--- config.mk ---
export PLATFORM = sky130hd
export DESIGN_NAME = conv_control_seq
export DESIGN_NICKNAME = d
export VERILOG_FILES = /design/src/rtl/conv_control_seq.sv
export SDC_FILE = /design/constraint.sdc
export NUM_CORES = 1
export LEC_CHECK = 0
export CAP_MARGIN = 0
export CORE_AREA = 2 2 284 286
export DETAILED_ROUTE_END_ITERATION = 6
export DIE_AREA = 0 0 286 288
export HOLD_SLACK_MARGIN = 0.08
export SYNTH_ARGS = -nofsm -noshare
export SYNTH_HDL_FRONTEND = slang
export SYNTH_SLANG_ARGS = --single-unit
--- constraint.sdc ---
create_clock -name clock -period 2.1 [get_ports clock]
set_input_delay 0.315 -clock clock [delete_from_list [all_inputs] [get_ports clock]]
set_output_delay 0.315 -clock clock [all_outputs]
set_load 0.005 [all_outputs]
--- src/rtl/conv_control_seq.sv ---
// Convolution layer sequencer: FILL/RUN/DRAIN/DONE control of BRAM reads, address generators and MAC array.
// Define MUX_REG_EN to register the lane mux (+1 cycle), with accum_sload/enable_mult delayed to match.
//   state | meaning
//   IDLE  | waiting for run_req
//   FILL  | address + BRAM read latency before MAC starts
//   RUN   | pixels stepping through memory groups, MAC enabled
//   DRAIN | MAC pipeline emptying after last read
//   DONE  | one-cycle completion, sets conv_done
module conv_control_seq #(
  parameter int DATA_WIDTH        = 16,
  parameter int INPUT_NUM_MEM     = 20,
  parameter int IFMAP_PAR         = 2,
  parameter int CYCLE_INTER       = 9,
  parameter int PIXEL_CYCLE       = 96,
  parameter int OUT_FEATURE_WIDTH = 8,
  parameter int NUM_ONEMULT       = 1,
  parameter int FILL_CYCLES       = 4,
  parameter int DRAIN_CYCLES      = 2
) (
  input  logic                                clock,
  input  logic                                reset,
  input  logic                                run_req,
  input  logic [DATA_WIDTH*INPUT_NUM_MEM-1:0] in_feature_q_a_all,
  input  logic [DATA_WIDTH*INPUT_NUM_MEM-1:0] in_feature_q_b_all,
  output logic                                busy,
  output logic                                in_feature_rden,
  output logic                                weight_rden,
  output logic                                enable_addrger,
  output logic                                enable_weightaddrger,
  output logic                                enable_mult,
  output logic                                accum_sload,
  output logic [$clog2(PIXEL_CYCLE)-1:0]      count_sload,
  output logic                                start,
  output logic                                conv_done,
  output logic [DATA_WIDTH*IFMAP_PAR-1:0]     in_feature_q_a_mux_all,
  output logic [DATA_WIDTH*IFMAP_PAR-1:0]     in_feature_q_b_mux_all
);

`ifdef MUX_REG_EN
  localparam bit MUX_REG = 1'b1;
`else
  localparam bit MUX_REG = 1'b0;
`endif

  localparam int TOTAL      = OUT_FEATURE_WIDTH * OUT_FEATURE_WIDTH * NUM_ONEMULT;
  localparam int NUM_GROUPS = INPUT_NUM_MEM / IFMAP_PAR;
  localparam int DRAIN_LEN  = DRAIN_CYCLES + (MUX_REG ? 1 : 0);
  localparam int CNT_W      = $clog2(PIXEL_CYCLE);
  localparam int PIX_W      = (TOTAL > 1) ? $clog2(TOTAL) : 1;
  localparam int INN_W      = (CYCLE_INTER > 1) ? $clog2(CYCLE_INTER) : 1;
  localparam int GRP_MAX    = (PIXEL_CYCLE - 1) / CYCLE_INTER;
  localparam int GRP_W      = (GRP_MAX > 0) ? $clog2(GRP_MAX + 1) : 1;
  localparam int TMR_MAX    = (FILL_CYCLES > DRAIN_LEN) ? FILL_CYCLES : DRAIN_LEN;
  localparam int TMR_W      = (TMR_MAX > 1) ? $clog2(TMR_MAX) : 1;
  localparam int LW         = DATA_WIDTH * IFMAP_PAR;

  typedef enum logic [2:0] {IDLE, FILL, RUN, DRAIN, DONE} state_t;

  state_t            state, state_nxt;
  logic [TMR_W-1:0]  timer;
  logic [PIX_W-1:0]  pixel_cnt;
  logic [INN_W-1:0]  inner;
  logic [GRP_W-1:0]  grp;
  logic              last_cycle, last_pixel;
  logic              sload_c, mult_c;
  logic [LW-1:0]     mux_a_c, mux_b_c;

  assign last_cycle = (count_sload == CNT_W'(PIXEL_CYCLE - 1));
  assign last_pixel = (pixel_cnt == PIX_W'(TOTAL - 1));
  assign sload_c    = (state == RUN) && (count_sload == '0);

  always_ff @(posedge clock or posedge reset) begin
    if (reset) state <= IDLE;
    else       state <= state_nxt;
  end

  always_comb begin
    state_nxt            = state;
    busy                 = 1'b0;
    in_feature_rden      = 1'b0;
    weight_rden          = 1'b0;
    enable_addrger       = 1'b0;
    enable_weightaddrger = 1'b0;
    mult_c               = 1'b0;
    case (state)
      IDLE: if (run_req) state_nxt = FILL;
      FILL, RUN: begin
        busy                 = 1'b1;
        in_feature_rden      = 1'b1;
        weight_rden          = 1'b1;
        enable_addrger       = 1'b1;
        enable_weightaddrger = 1'b1;
        mult_c               = (state == RUN);
        if (state == FILL && timer == '0)            state_nxt = RUN;
        if (state == RUN && last_cycle && last_pixel) state_nxt = DRAIN;
      end
      DRAIN: begin
        busy = 1'b1;
        // registered build: last drain cycle is covered by the delayed enable
        mult_c = !(MUX_REG && timer == '0);
        if (timer == '0) state_nxt = DONE;
      end
      DONE:    state_nxt = IDLE;
      default: state_nxt = IDLE;
    endcase
  end

  always_ff @(posedge clock or posedge reset) begin
    if (reset) begin
      timer <= '0;
    end else if (state_nxt != state) begin
      if (state_nxt == FILL)       timer <= TMR_W'(FILL_CYCLES - 1);
      else if (state_nxt == DRAIN) timer <= TMR_W'(DRAIN_LEN - 1);
      else                         timer <= '0;
    end else if (timer != '0) begin
      timer <= timer - 1'b1;
    end
  end

  always_ff @(posedge clock or posedge reset) begin
    if (reset) begin
      count_sload <= '0;
      pixel_cnt   <= '0;
      inner       <= '0;
      grp         <= '0;
      start       <= 1'b0;
      conv_done   <= 1'b0;
    end else begin
      start <= (state == RUN) && last_cycle && (pixel_cnt == '0);
      if (state == DONE)                conv_done <= 1'b1;
      else if (state == IDLE && run_req) conv_done <= 1'b0;
      if (state == RUN) begin
        if (last_cycle) begin
          count_sload <= '0;
          inner       <= '0;
          grp         <= '0;
          pixel_cnt   <= last_pixel ? '0 : pixel_cnt + 1'b1;
        end else begin
          count_sload <= count_sload + 1'b1;
          if (inner == INN_W'(CYCLE_INTER - 1)) begin
            inner <= '0;
            grp   <= grp + 1'b1;
          end else begin
            inner <= inner + 1'b1;
          end
        end
      end else begin
        count_sload <= '0;
        inner       <= '0;
        grp         <= '0;
        pixel_cnt   <= '0;
      end
    end
  end

  // grp values past the last memory group leave the lanes at zero
  always_comb begin
    mux_a_c = '0;
    mux_b_c = '0;
    if (state == RUN) begin
      for (int g = 0; g < NUM_GROUPS; g++) begin
        if (grp == GRP_W'(g)) begin
          mux_a_c = in_feature_q_a_all[g*LW +: LW];
          mux_b_c = in_feature_q_b_all[g*LW +: LW];
        end
      end
    end
  end

`ifdef MUX_REG_EN
  always_ff @(posedge clock or posedge reset) begin
    if (reset) begin
      accum_sload            <= 1'b0;
      enable_mult            <= 1'b0;
      in_feature_q_a_mux_all <= '0;
      in_feature_q_b_mux_all <= '0;
    end else begin
      accum_sload            <= sload_c;
      enable_mult            <= mult_c;
      in_feature_q_a_mux_all <= mux_a_c;
      in_feature_q_b_mux_all <= mux_b_c;
    end
  end
`else
  assign accum_sload            = sload_c;
  assign enable_mult            = mult_c;
  assign in_feature_q_a_mux_all = mux_a_c;
  assign in_feature_q_b_mux_all = mux_b_c;
`endif

endmodule

==> flow_summary_export.csv <==
group,metric,value,unit
power,power.share.switching,26.2,%
die,start_util,10.2,%
yosys,yosysTopAreaCell,"nor2b_1",
worst_setup_path,critPathLaunch,"grp[0]$_DFFE_PP0P_",
clock_tree,cts_buffers,3,
cells_and_area,syn_to_final_growth,173,%
yosys,avgSynthCellArea,6.66,sq um
global_routing,overflow,0,
die,die_w,286,um
die,core-area,79600,sq um
placed_design,place.detailed.hpwl,71.2,mm
cells_and_area,layout_commonest_cell,"clkdlybuf4s50_1",
global_routing,grt_max_degree,37,
clock_tree,cts-root-buf,"clkbuf_16",
cells_and_area,drive_above_1_share,31.2,%
drt,dr.pass1.iters,6,
placed_design,dpl_cell_area,18700,sq um
yosys,synth_seq_cells,28,
sta,finalMaxSlewViolations,0,
yosys,postSynthNetCount,1877,
worst_setup_path,max_stage_delay,420,ps
global_routing,grt_busiest_layer,"met2",
worst_setup_path,critPathRequiredTime,1780,ps
sta,finalWorstSetupSlack,-994,ps
drt,via_count,15100,
clock_tree,path_clk_slew,80,ps
power,max-vdd-ir-drop,0.254,mV
outcome,violations,"negative setup slack",
worst_setup_path,timing.rr.end,"pixel_cnt[3]$_DFFE_PP0P_",
yosys,async_flop_share,100,%
power,pwr_density_cell,137,nW/um^2
yosys,synth.distinct_cells,47,
die,dieArea,82400,sq um
global_routing,antenna_found_initial,31,
worst_setup_path,critPathKind,"reg2out",
sta,min_period,3090,ps
worst_setup_path,end_kind,"primary output",
cells_and_area,final_cell_mix,"652 x clkdlybuf4s50_1, 234 x buf_4, 165 x nor2b_1",
worst_setup_path,worst-path-max-fanout,10,
yosys,syn_inst,1223,
sta,rsz0062_at_grt,"yes",
placed_design,io_buffers,722,
die,boundaryPins,723,
worst_setup_path,ff2ff_path_depth,6,
drt,drtIter0Drc,1291,
worst_setup_path,cp.arrival,2780,ps
global_routing,first_global_vias,15200,
worst_setup_path,crit_family,"buffers and inverters",
cells_and_area,final_cells,3220,
power,finalPower,3.04,mW
drt,wl_per_cell,27.6,um
outcome,status,"complete, but fails checks",
global_routing,grt_use_met1,24.3,%
worst_setup_path,reg2reg_slack,250,ps
worst_setup_path,endpoint,"in_feature_q_a_mux_all[26]",
global_routing,grtUsageMet3,3.38,%
yosys,ys_seq_area_share,8.61,%
power,pwr-share-comb,63.1,%
power,leakage,8.11,nW
worst_setup_path,cp.depth,12,
clock_tree,clk_path_buf_depth,2,
global_routing,use_met2,34.8,%
drt,drtAntennaViolNets,0,
worst_hold_path,hp-class,"in2async",
power,p_clk_share,19.2,%
worst_setup_path,cp-start-kind,"flop",
yosys,yosysWarnings,0,
cells_and_area,final_cell_area,22200,sq um
clock_tree,clock_sinks,28,
sta,finClkSkew,5.13,ps
worst_setup_path,cp_slowest_cell,"dfrtp_1",
drt,drc_errors,0,
drt,routed_via_density,4.69,
sta,fin_crit_sh,147,%
global_routing,grt_pass1_wl,116,mm
drt,routed_wl,88.8,mm
global_routing,grt_usage,19.7,%
sta,max_slew_margin,59.9,%
yosys,synthFlopType,"dfrtp_1",
power,p_sw,796,uW
clock_tree,h-tree-depth,1,
clock_tree,clock_latency,270,ps
clock_tree,cts_tree,"done",
sta,hold_viol,0,
flow_run,maxCapViolCount,0,
power,pwr-share-seq,17.7,%
placed_design,globalplace.congestion,0.967,
yosys,synth.area.top_cells,"nor2b_1 15%, dfrtp_1 8.6%, a21oi_1 8.3%",
die,dieHeight,288,um
sta,max_freq,323,MHz
worst_setup_path,cp_cell_sequence,"buf_4, ha_4, buf_4, nor2b_4, buf_12, buf_16, a21oi_4, o32ai_4, a222oi_1, o21ai_1, buf_4, dlygate4sd2_1",
worst_setup_path,crit-reg2reg-launch,"count_sload[1]$_DFF_PP0_",
sta,tightest_slew,602,ps
yosys,syn-cell-area,8140,sq um
worst_setup_path,crit_buf_inv,6,
placed_design,placedCellCount,3114,
sta,hold_slack,418,ps
worst_setup_path,cp_common_cell,"buf_4",
cells_and_area,nets,2800,
die,num_rows,104,
yosys,synthDominantCellAreaShare,15.0,%
sta,setup_viol_count_final,64,
yosys,synth-edff-count,0,
power,p_int,2.25,mW
[per-stage QoR]
stage          setup slack, ps  TNS, ps  util (%)
6_report                  -994   -52300      27.9
5_1_grt                  -1080   -58360      27.9
4_1_cts                   -994   -53690      26.3
3_5_place_dp             -1270   -57510      23.5
3_3_place_gp             -1270   -56690      23.5
2_1_floorplan            -87.2    -4770         -
[kinds of logic after synthesis]
group | share of synthesized area, %
xor gates and xnor gates | 1.51
buffers and inverters | 10.1
muxes | 0.369
AOI/OAI and AO/OA | 50.0
and+or+nand+nor | 27.7
DFF | 8.61
adders and majority gates | 1.69
[layout make-up]
cell class | instances | area, sq um
inverter | 13 | 48.8
fill | 8519 | 57400
timing repair buffer | 1085 | 11100
clock buffer | 3 | 75.1
antenna | 15 | 37.5
multi-input combinational | 1015 | 8880
tap | 1060 | 1330
sequential | 28 | 704
clock inverter | 1 | 30.0
[power by group through the flow]
| stage | sequential [mW] | clock, mW | combinational [mW] |
|---|---|---|---|
| global placement | 0.549 | 0 | 1.78 |
| global route | 0.539 | 0.627 | 1.99 |
| floorplan | 0.549 | 0 | 0.226 |
| CTS | 0.539 | 0.612 | 1.85 |
| detailed placement | 0.549 | 0 | 1.78 |
| finish | 0.539 | 0.584 | 1.92 |
[Yosys cell counts (all sizes together), types with 2 or more instances]
cell	n
nor2b	196
o21ai	194
a21oi	135
clkbuf	111
nor2	86
a221oi	65
and3	65
a32oi	63
a222oi	62
o32ai	62
buf	56
dfrtp	28
nand2	16
inv	13
ha	11
xor2	9
nand3	6
nor3b	5
xnor2	5
and2	4
nor3	4
mux2i	3
nand4	3
a21o	2
and3b	2
nand2b	2
nand3b	2
nor4	2
[worst min-delay path by stage]
stage | start | slack, ps | to
final | reset | 420 | count_sload[4]$_DFF_PP0_
after global routing | reset | 470 | count_sload[4]$_DFF_PP0_
after CTS | reset | 430 | count_sload[4]$_DFF_PP0_
after detailed placement | conv_done$_DFFE_PP0P_ | 490 | conv_done$_DFFE_PP0P_
after global placement | inner[0]$_DFF_PP0_ | 490 | inner[0]$_DFF_PP0_
after floorplan | reset | 380 | conv_done$_DFFE_PP0P_
[sequential cells by signal, summed over array words and instances, names as in the netlist]
name / count
conv_done: 1
count_sload: 7
grp: 4
inner: 4
pixel_cnt: 6
start: 1
state: 3
timer: 2
[per-layer routing]
layer / part of all wire (%) / wire length, um / up-vias
met5: 0.088 / 78 / -
met4: 3.8 / 3330 / 14
met3: 7.4 / 6570 / 185
met2: 48 / 42900 / 1010
met1: 40 / 36000 / 7201
li1: - / - / 6681
[worst min-delay path, cell delays in order]
cell and delay, ps:
clkdlybuf4s50_1 390, inv_1 50, buf_4 350
[timing repair]
item / 4_1_cts / 5_1_grt
hold buffers: 0 / 0
pin swaps: 135 / 146
cloned: 7 / 6
endpoints found under the setup margin: 65 / 67
setup buffers: 48 / 49
gates resized for setup: 505 / 184
Power figures use the tool's default switching activity.
